**src/rtl/calc_pkg.sv**
```systemverilog
// ---------------------------------------------------------------------------
// calc_pkg
// Shared definitions for the calc_* result-collection blocks.
//   - calc_acc_state_t : control states of calc_result_accum
//   - CALC_DATA_W      : width of the upstream thresholded-adder results
//   - default frame length and accumulator width
// ---------------------------------------------------------------------------
package calc_pkg;

    localparam int CALC_DATA_W        = 32;
    localparam int CALC_FRAME_LEN_DEF = 8;
    localparam int CALC_ACC_W_DEF     = 40;

    typedef enum logic [1:0] {
        IDLE  = 2'd0,
        ACCUM = 2'd1,
        HOLD  = 2'd2
    } calc_acc_state_t;

endpackage

```
**src/rtl/calc_result_accum_if.sv**
```systemverilog
// ---------------------------------------------------------------------------
// calc_result_accum_if
// Bundles the block-level handshake, the upstream result stream and the
// frame-summary output of calc_result_accum.
//   Parameters: ACC_W (frame-sum width), CNT_W (hit-count width)
//   slave  modport : the collector block
//   master modport : whoever drives start/results and consumes the summary
// Optional signal max_out exists only when CALC_ACCUM_MAX_EN is defined.
// ---------------------------------------------------------------------------
interface calc_result_accum_if
    import calc_pkg::*;
#(
    parameter int ACC_W = CALC_ACC_W_DEF,
    parameter int CNT_W = 4
);

    logic                   ap_start;
    logic                   ap_ready;
    logic                   ap_idle;
    logic                   ap_done;
    logic [CALC_DATA_W-1:0] res_data;
    logic                   res_valid;
    logic                   res_ready;
    logic [ACC_W-1:0]       sum_out;
    logic [CNT_W-1:0]       hit_count;
    logic                   out_valid;
    logic                   out_ready;
`ifdef CALC_ACCUM_MAX_EN
    logic [CALC_DATA_W-1:0] max_out;
`endif

    modport slave (
`ifdef CALC_ACCUM_MAX_EN
        output max_out,
`endif
        input  ap_start,
        output ap_ready,
        output ap_idle,
        output ap_done,
        input  res_data,
        input  res_valid,
        output res_ready,
        output sum_out,
        output hit_count,
        output out_valid,
        input  out_ready
    );

    modport master (
`ifdef CALC_ACCUM_MAX_EN
        input  max_out,
`endif
        output ap_start,
        input  ap_ready,
        input  ap_idle,
        input  ap_done,
        output res_data,
        output res_valid,
        input  res_ready,
        input  sum_out,
        input  hit_count,
        input  out_valid,
        output out_ready
    );

endinterface

```
**src/rtl/calc_sat_acc.sv**
```systemverilog
// ---------------------------------------------------------------------------
// calc_sat_acc
// ACC_W-wide unsigned accumulator that saturates at 2^ACC_W-1.
//   clk, rst_n : clock, asynchronous active-low reset
//   clr        : load zero (takes priority over en)
//   en         : add din (zero-extended) into the accumulator
//   din        : 32-bit unsigned addend
//   sum_next   : saturated value acc + din, i.e. what the accumulator holds
//                after an enabled cycle
// ---------------------------------------------------------------------------
module calc_sat_acc
    import calc_pkg::*;
#(
    parameter int ACC_W = CALC_ACC_W_DEF
) (
    input  logic                   clk,
    input  logic                   rst_n,
    input  logic                   clr,
    input  logic                   en,
    input  logic [CALC_DATA_W-1:0] din,
    output logic [ACC_W-1:0]       sum_next
);

    logic [ACC_W-1:0] acc_q;
    logic [ACC_W-1:0] acc_d;

    // One extra bit catches the carry; a carry clamps to all-ones. Since
    // addends are never negative, a saturated value stays saturated.
    function automatic logic [ACC_W-1:0] sat_add(
        input logic [ACC_W-1:0]       a,
        input logic [CALC_DATA_W-1:0] b
    );
        logic [ACC_W:0] s;
        s = {1'b0, a} + {{(ACC_W + 1 - CALC_DATA_W){1'b0}}, b};
        return s[ACC_W] ? {ACC_W{1'b1}} : s[ACC_W-1:0];
    endfunction

    assign sum_next = sat_add(acc_q, din);

    always_comb begin
        acc_d = acc_q;
        if (clr) begin
            acc_d = '0;
        end else if (en) begin
            acc_d = sum_next;
        end
    end

    always_ff @(posedge clk or negedge rst_n) begin
        if (!rst_n) begin
            acc_q <= '0;
        end else begin
            acc_q <= acc_d;
        end
    end

endmodule

```
**src/rtl/calc_result_accum.sv**
```systemverilog
// ---------------------------------------------------------------------------
// calc_result_accum
// Collects FRAME_LEN results from the thresholded-adder stage, producing a
// saturated frame sum and a count of nonzero results, then holds the summary
// until downstream takes it.
//   ap_clk   : clock (rising edge)
//   ap_rst_n : asynchronous active-low reset
//   bus      : calc_result_accum_if.slave
//                ap_start/ap_ready/ap_idle/ap_done  block handshake
//                res_data/res_valid/res_ready       input result stream
//                sum_out/hit_count/out_valid/out_ready  frame summary
// Optional feature macro: CALC_ACCUM_MAX_EN adds the per-frame maximum on
// bus.max_out.
// ---------------------------------------------------------------------------
module calc_result_accum
    import calc_pkg::*;
#(
    parameter int FRAME_LEN = CALC_FRAME_LEN_DEF,
    parameter int ACC_W     = CALC_ACC_W_DEF,
    parameter int CNT_W     = $clog2(FRAME_LEN + 1)
) (
    input  logic                  ap_clk,
    input  logic                  ap_rst_n,
    calc_result_accum_if.slave    bus
);

    localparam logic [CNT_W-1:0] LAST_IDX = CNT_W'(FRAME_LEN - 1);

    calc_acc_state_t  state_q, state_d;
    logic [CNT_W-1:0] cnt_q, cnt_d;
    logic [CNT_W-1:0] hits_q, hits_d;
    logic [ACC_W-1:0] sum_out_q, sum_out_d;
    logic [CNT_W-1:0] hit_count_q, hit_count_d;
    logic             ap_ready_q, ap_ready_d;
    logic             ap_done_q, ap_done_d;

    logic             acc_clr;
    logic             acc_en;
    logic [ACC_W-1:0] acc_sum_next;
    logic [CNT_W-1:0] hits_next;
    logic             beat;

`ifdef CALC_ACCUM_MAX_EN
    logic [CALC_DATA_W-1:0] max_q, max_d;
    logic [CALC_DATA_W-1:0] max_out_q, max_out_d;
    logic [CALC_DATA_W-1:0] max_next;

    assign max_next = (bus.res_data > max_q) ? bus.res_data : max_q;
`endif

    calc_sat_acc #(
        .ACC_W (ACC_W)
    ) u_sat_acc (
        .clk      (ap_clk),
        .rst_n    (ap_rst_n),
        .clr      (acc_clr),
        .en       (acc_en),
        .din      (bus.res_data),
        .sum_next (acc_sum_next)
    );

    // res_ready is a pure state decode, so a beat needs only res_valid here.
    assign beat      = (state_q == ACCUM) && bus.res_valid;
    assign hits_next = hits_q + CNT_W'(bus.res_data != '0);

    always_comb begin
        state_d     = state_q;
        cnt_d       = cnt_q;
        hits_d      = hits_q;
        sum_out_d   = sum_out_q;
        hit_count_d = hit_count_q;
        ap_ready_d  = 1'b0;
        ap_done_d   = 1'b0;
        acc_clr     = 1'b0;
        acc_en      = 1'b0;
`ifdef CALC_ACCUM_MAX_EN
        max_d       = max_q;
        max_out_d   = max_out_q;
`endif

        case (state_q)
            IDLE: begin
                if (bus.ap_start) begin
                    ap_ready_d = 1'b1;
                    acc_clr    = 1'b1;
                    cnt_d      = '0;
                    hits_d     = '0;
`ifdef CALC_ACCUM_MAX_EN
                    max_d      = '0;
`endif
                    state_d    = ACCUM;
                end
            end

            ACCUM: begin
                if (beat) begin
                    acc_en = 1'b1;
                    hits_d = hits_next;
                    cnt_d  = cnt_q + CNT_W'(1);
`ifdef CALC_ACCUM_MAX_EN
                    max_d  = max_next;
`endif
                    // Summary is taken from the post-beat values so the
                    // final result lands in the same edge as the last beat.
                    if (cnt_q == LAST_IDX) begin
                        sum_out_d   = acc_sum_next;
                        hit_count_d = hits_next;
`ifdef CALC_ACCUM_MAX_EN
                        max_out_d   = max_next;
`endif
                        state_d     = HOLD;
                    end
                end
            end

            HOLD: begin
                if (bus.out_ready) begin
                    ap_done_d = 1'b1;
                    if (bus.ap_start) begin
                        ap_ready_d = 1'b1;
                        acc_clr    = 1'b1;
                        cnt_d      = '0;
                        hits_d     = '0;
`ifdef CALC_ACCUM_MAX_EN
                        max_d      = '0;
`endif
                        state_d    = ACCUM;
                    end else begin
                        state_d = IDLE;
                    end
                end
            end

            default: begin
                state_d = IDLE;
            end
        endcase
    end

    always_ff @(posedge ap_clk or negedge ap_rst_n) begin
        if (!ap_rst_n) begin
            state_q     <= IDLE;
            cnt_q       <= '0;
            hits_q      <= '0;
            sum_out_q   <= '0;
            hit_count_q <= '0;
            ap_ready_q  <= 1'b0;
            ap_done_q   <= 1'b0;
`ifdef CALC_ACCUM_MAX_EN
            max_q       <= '0;
            max_out_q   <= '0;
`endif
        end else begin
            state_q     <= state_d;
            cnt_q       <= cnt_d;
            hits_q      <= hits_d;
            sum_out_q   <= sum_out_d;
            hit_count_q <= hit_count_d;
            ap_ready_q  <= ap_ready_d;
            ap_done_q   <= ap_done_d;
`ifdef CALC_ACCUM_MAX_EN
            max_q       <= max_d;
            max_out_q   <= max_out_d;
`endif
        end
    end

    assign bus.ap_ready  = ap_ready_q;
    assign bus.ap_done   = ap_done_q;
    assign bus.ap_idle   = (state_q == IDLE);
    assign bus.res_ready = (state_q == ACCUM);
    assign bus.out_valid = (state_q == HOLD);
    assign bus.sum_out   = sum_out_q;
    assign bus.hit_count = hit_count_q;
`ifdef CALC_ACCUM_MAX_EN
    assign bus.max_out   = max_out_q;
`endif

endmodule
```
**src/flat_wrapper.sv**
```systemverilog
// flat-port wrapper written by rule: the top's interface ports become plain ports
module calc_result_accum_flat import calc_pkg::*;
#(
    parameter int FRAME_LEN = CALC_FRAME_LEN_DEF,
    parameter int ACC_W     = CALC_ACC_W_DEF,
    parameter int CNT_W     = $clog2(FRAME_LEN + 1)
)
  (ap_clk, ap_rst_n, bus_ap_start, bus_ap_ready, bus_ap_idle, bus_ap_done, bus_res_data, bus_res_valid, bus_res_ready, bus_sum_out, bus_hit_count, bus_out_valid, bus_out_ready);
  calc_result_accum_if #(.ACC_W(ACC_W), .CNT_W(CNT_W)) bus_i ();
  input  logic ap_clk;
  input  logic ap_rst_n;
  input wire logic [$bits(bus_i.ap_start)-1:0] bus_ap_start;
  output wire logic [$bits(bus_i.ap_ready)-1:0] bus_ap_ready;
  output wire logic [$bits(bus_i.ap_idle)-1:0] bus_ap_idle;
  output wire logic [$bits(bus_i.ap_done)-1:0] bus_ap_done;
  input wire logic [$bits(bus_i.res_data)-1:0] bus_res_data;
  input wire logic [$bits(bus_i.res_valid)-1:0] bus_res_valid;
  output wire logic [$bits(bus_i.res_ready)-1:0] bus_res_ready;
  output wire logic [$bits(bus_i.sum_out)-1:0] bus_sum_out;
  output wire logic [$bits(bus_i.hit_count)-1:0] bus_hit_count;
  output wire logic [$bits(bus_i.out_valid)-1:0] bus_out_valid;
  input wire logic [$bits(bus_i.out_ready)-1:0] bus_out_ready;
  assign bus_i.ap_start = bus_ap_start;
  assign bus_ap_ready = bus_i.ap_ready;
  assign bus_ap_idle = bus_i.ap_idle;
  assign bus_ap_done = bus_i.ap_done;
  assign bus_i.res_data = bus_res_data;
  assign bus_i.res_valid = bus_res_valid;
  assign bus_res_ready = bus_i.res_ready;
  assign bus_sum_out = bus_i.sum_out;
  assign bus_hit_count = bus_i.hit_count;
  assign bus_out_valid = bus_i.out_valid;
  assign bus_i.out_ready = bus_out_ready;
  calc_result_accum #(.FRAME_LEN(FRAME_LEN), .ACC_W(ACC_W), .CNT_W(CNT_W)) u_core (.ap_clk(ap_clk), .ap_rst_n(ap_rst_n), .bus(bus_i));
endmodule
```
**config.mk**
```make
export PLATFORM = sky130hd
export DESIGN_NAME = calc_result_accum_flat
export DESIGN_NICKNAME = d
export VERILOG_FILES = /design/src/rtl/calc_pkg.sv /design/src/rtl/calc_result_accum_if.sv /design/src/rtl/calc_sat_acc.sv /design/src/rtl/calc_result_accum.sv /design/src/flat_wrapper.sv
export SDC_FILE = /design/constraint.sdc
export NUM_CORES = 1
export LEC_CHECK = 0
export CORE_MARGIN = 1.5
export CORE_UTILIZATION = 55
export CTS_BUF_LIST = sky130_fd_sc_hd__clkbuf_8 sky130_fd_sc_hd__clkbuf_16
export DETAILED_ROUTE_END_ITERATION = 10
export GPL_TIMING_DRIVEN = 0
export HOLD_SLACK_MARGIN = 0.08
export PLACE_DENSITY = 0.86
export SETUP_SLACK_MARGIN = 0.2
export SYNTH_ARGS = -nofsm -noshare
export SYNTH_HDL_FRONTEND = slang
export SYNTH_HIERARCHICAL = 1
export SYNTH_SLANG_ARGS = --single-unit
```
**constraint.sdc**
```tcl
create_clock -name ap_clk -period 3.5 [get_ports ap_clk]
set_clock_uncertainty 0.05 [all_clocks]
set_input_delay 0.7 -clock ap_clk [delete_from_list [all_inputs] [get_ports ap_clk]]
set_output_delay 0.7 -clock ap_clk [all_outputs]
set_load 0.005 [all_outputs]
```
==> summary.txt <==
Status
  – Status: finished, final reports clean

Detailed routing
  – DRT iter0 DRCs: 489
  – DR vias: 5,910
  – Vias per cell: 6.44
  – Routed len/inst: 21.4 um
  – First-pass DRT Iterations: 5
  – Detailed Route WL: 19.6 mm
  – Drc violations: 0
  – Final ANT Viol Nets: 0

Synth
  – Post-synth EDFFs: 0
  – Commonest cells post-synth: dfrtp_1 (96), nor2_1 (52), nand2_1 (47)
  – Count leader, synth: dfrtp_1
  – Prevailing post-synth register cell: dfrtp_1
  – Synth area leader: dfrtp_1
  – Yosys top cell area share: 0.380
  – Mapped Cells: 633
  – Distinct cell type count after synthesis: 67
  – Syn_area_per_cell: 9.99 um^2
  – Post-synth ARST share: 1.00
  – Syn_nets: 706
  – Sequential area share after synthesis: 0.380
  – Flops & latches, synth: 96
  – YS warnings: 6
  – Mapped cell area: 6320 um^2
  – Top cells by area, synth: dfrtp_1 (38%), ha_1 (6.9%), mux2_4 (4.7%)

Clock tree
  – H-tree Lvls: 3
  – Clock Sinks: 96
  – Clock latency on the worst-skew pair: 360 ps
  – Total CTS buffers: 9
  – CTS tree: done
  – Post-CTS Hold Fix Bufs: 0
  – Clk slew on worst S/H paths: 70 ps
  – CTS Buffer Depth: 2
  – CTS root buf: clkbuf_16

Final layout
  – Final net count: 846
  – Layout cell share with drive strength beyond 1: 0.308
  – Layout area overhead: 38.6%
  – ANT cells: 0
  – # fillers: 655

Pwr
  – P per Cell Area: 957 nW/um^2
  – Total power: 8390 uW
  – Max IR drop VDD: 0.655 mV
  – Pleak: 0.00375 uW

Timing
  – Final Hold Fails: 0
  – Worst-margin pin slew: 933 ps
  – Final worst setup slack: 144 ps
  – Slew Limit Fails: 0
  – RSZ-0062 raised after global routing: true
  – Tcrit/Tclk final: 0.959
  – Final setup fails: 0
  – Crit path time final: 3360 ps
  – Rel. slew slack: 0.378
  – Fmax: 298 MHz

Place
  – Post-DP HPWL: 12.6 mm
  – PortBufs: 85
  – Post-Place Setup Slack: -906 ps
  – Final GP Congestion: 0.953

Critical path
  – Worst path slowest cell: clkdlybuf4s50_1
  – CP max FO: 9
  – Crit path buf inv count: 3
  – R2R depth: 11
  – Worst EP arrival: 3540 ps
  – Setup CP Type: in2reg
  – CP max stage delay: 430 ps
  – WP data required: 3690 ps
  – Worst R2R Setup Slack: 180 ps
  – Worst setup SP type: primary input
  – Critical Path Stages: 11
  – Worst setup EP type: flip-flop
  – Worst path top cell family by delay: buffers and inverters
  – Worst path cell trace: clkdlybuf4s50_1, ha_1, buf_2, nand4_1, nor2_4, or3_4, o41a_1, buf_6, nand2_2, mux2_2, mux2_1

Global route
  – First-pass GRT wire length: 29.3 mm
  – Vias in the first global route: 5,789
  – Initial antenna violation count: 0
  – Largest net degree at the start of global routing: 67
  – Total congestion overflow: 0
  – Overall Global Routing Usage: 0.318

Floorplanning
  – Ports: 86
  – Die area: 12,200 um^2
  – Chip height: 110 um
  – Core ar.: 11,000 um^2
  – # rows: 38
  – Initial Utilization: 0.573
  – Die width: 110 um

Worst hold path
  – Hold Path Class: in2async

Flow run
  – MaxCap Viol Count: 0
## cell families after synthesis
logic type / after synthesis / synth area share
multiplexers: 47 / 0.0954
AND/OR/NAND/NOR: 216 / 0.172
buffers and inverters: 45 / 0.0386
AO/OA/AOI/OAI: 161 / 0.198
adder cells (fa/ha/maj): 36 / 0.0724
XOR/XNOR: 32 / 0.0443
flip-flops: 96 / 0.380
## area by class of cell
cell class	count	area, um^2	area share
repair buffers	127	1220	0.139
clock inverters	6	90.1	0.0103
multi-input cells	494	4310	0.491
plain buffers	31	283	0.0323
inverters	14	52.6	0.00600
well taps	140	175	0.0200
flip-flops and latches	96	2400	0.274
clock buffers	10	239	0.0273
## path summary, 6_finish.rpt
check                                             endpoint                 startpoint
worst max-delay path                u_core/bus.sum_out[37]           bus_res_data[23]
worst min-delay path                u_core/bus.sum_out[20]                   ap_rst_n
worst max register to register  u_core/u_sat_acc/acc_q[19]  u_core/u_sat_acc/acc_q[5]
worst min register to register     u_core/bus.hit_count[1]    u_core/bus.hit_count[1]
max in group asynchronous       u_core/u_sat_acc/acc_q[23]                   ap_rst_n
min in group ap_clk                u_core/bus.hit_count[1]    u_core/bus.hit_count[1]
## cells in the final DEF, fill, tap and decap left out, drive strengths merged, types with 16 or more instances in the layout
master and count:
dfrtp 96, buf 66, clkdlybuf4s50 62, nor2 52
nand2 47, mux2 46, nor3 45, a21oi 40
ha 35, a21o 28, clkbuf 25, xnor2 22
o21ai 21, or2 18, inv 16
## layer usage
metal | routed length [um] | vias to the layer above | GRT usage
met4 | 637 | 0 | 0.112
met3 | 1630 | 60 | 0.0805
li1 | - | 2617 | -
met1 | 7660 | 2895 | 0.392
met2 | 9680 | 338 | 0.542
met5 | 0 | - | 0
## power breakdown
part	switching (uW)	total, uW	leakage, uW	internal (uW)
clock network	459	1110	0.000165	650
logic	2640	5300	0.00239	2660
registers	389	1980	0.00120	1590
total	3490	8390	0.00375	4900
## per-stage QoR
| step | utilization | instances | hold slack, ps | cell area (um^2) | setup TNS (ps) |
|---|---|---|---|---|---|
| after floorplan | - | 633 | 354 | 6460 | 0 |
| after global placement | 0.678 | 858 | 421 | 7480 | -237770 |
| after detailed placement | 0.681 | 859 | 434 | 7510 | -57120 |
| after CTS | 0.759 | 902 | 234 | 8370 | 0 |
| after global routing | 0.795 | 918 | 264 | 8760 | 0 |
| final | 0.795 | 918 | 227 | 8760 | 0 |
## flip-flops by register name, indices dropped and copies added, names as in the netlist
signal                  flops
u_core/cnt_q                4
u_core/bus.ap_ready         1
u_core/u_sat_acc/acc_q     40
u_core/hits_q               4
u_core/bus.sum_out         40
u_core/bus.hit_count        4
u_core/bus.ap_done          1
u_core/state_q              2
## timing repair
action,4_1_cts,5_1_grt
endpoints found under the setup margin,80,74
hold endpoints to repair,0,0
resized for setup,111,55
cloned,1,3
pin swaps,31,38
setup buffers,26,13
## worst register-to-register path: stages (launching register included)
cell and delay (ps):
dfrtp_1 410, ha_4 300, o211ai_1 110, o211a_1 270
or4b_4 580, a211oi_4 360, o2111ai_4 270, a21oi_4 340
buf_12 180, buf_12 140, nor3_1 50, nor3_1 180
Note: power is estimated with default switching activity, not from simulation.
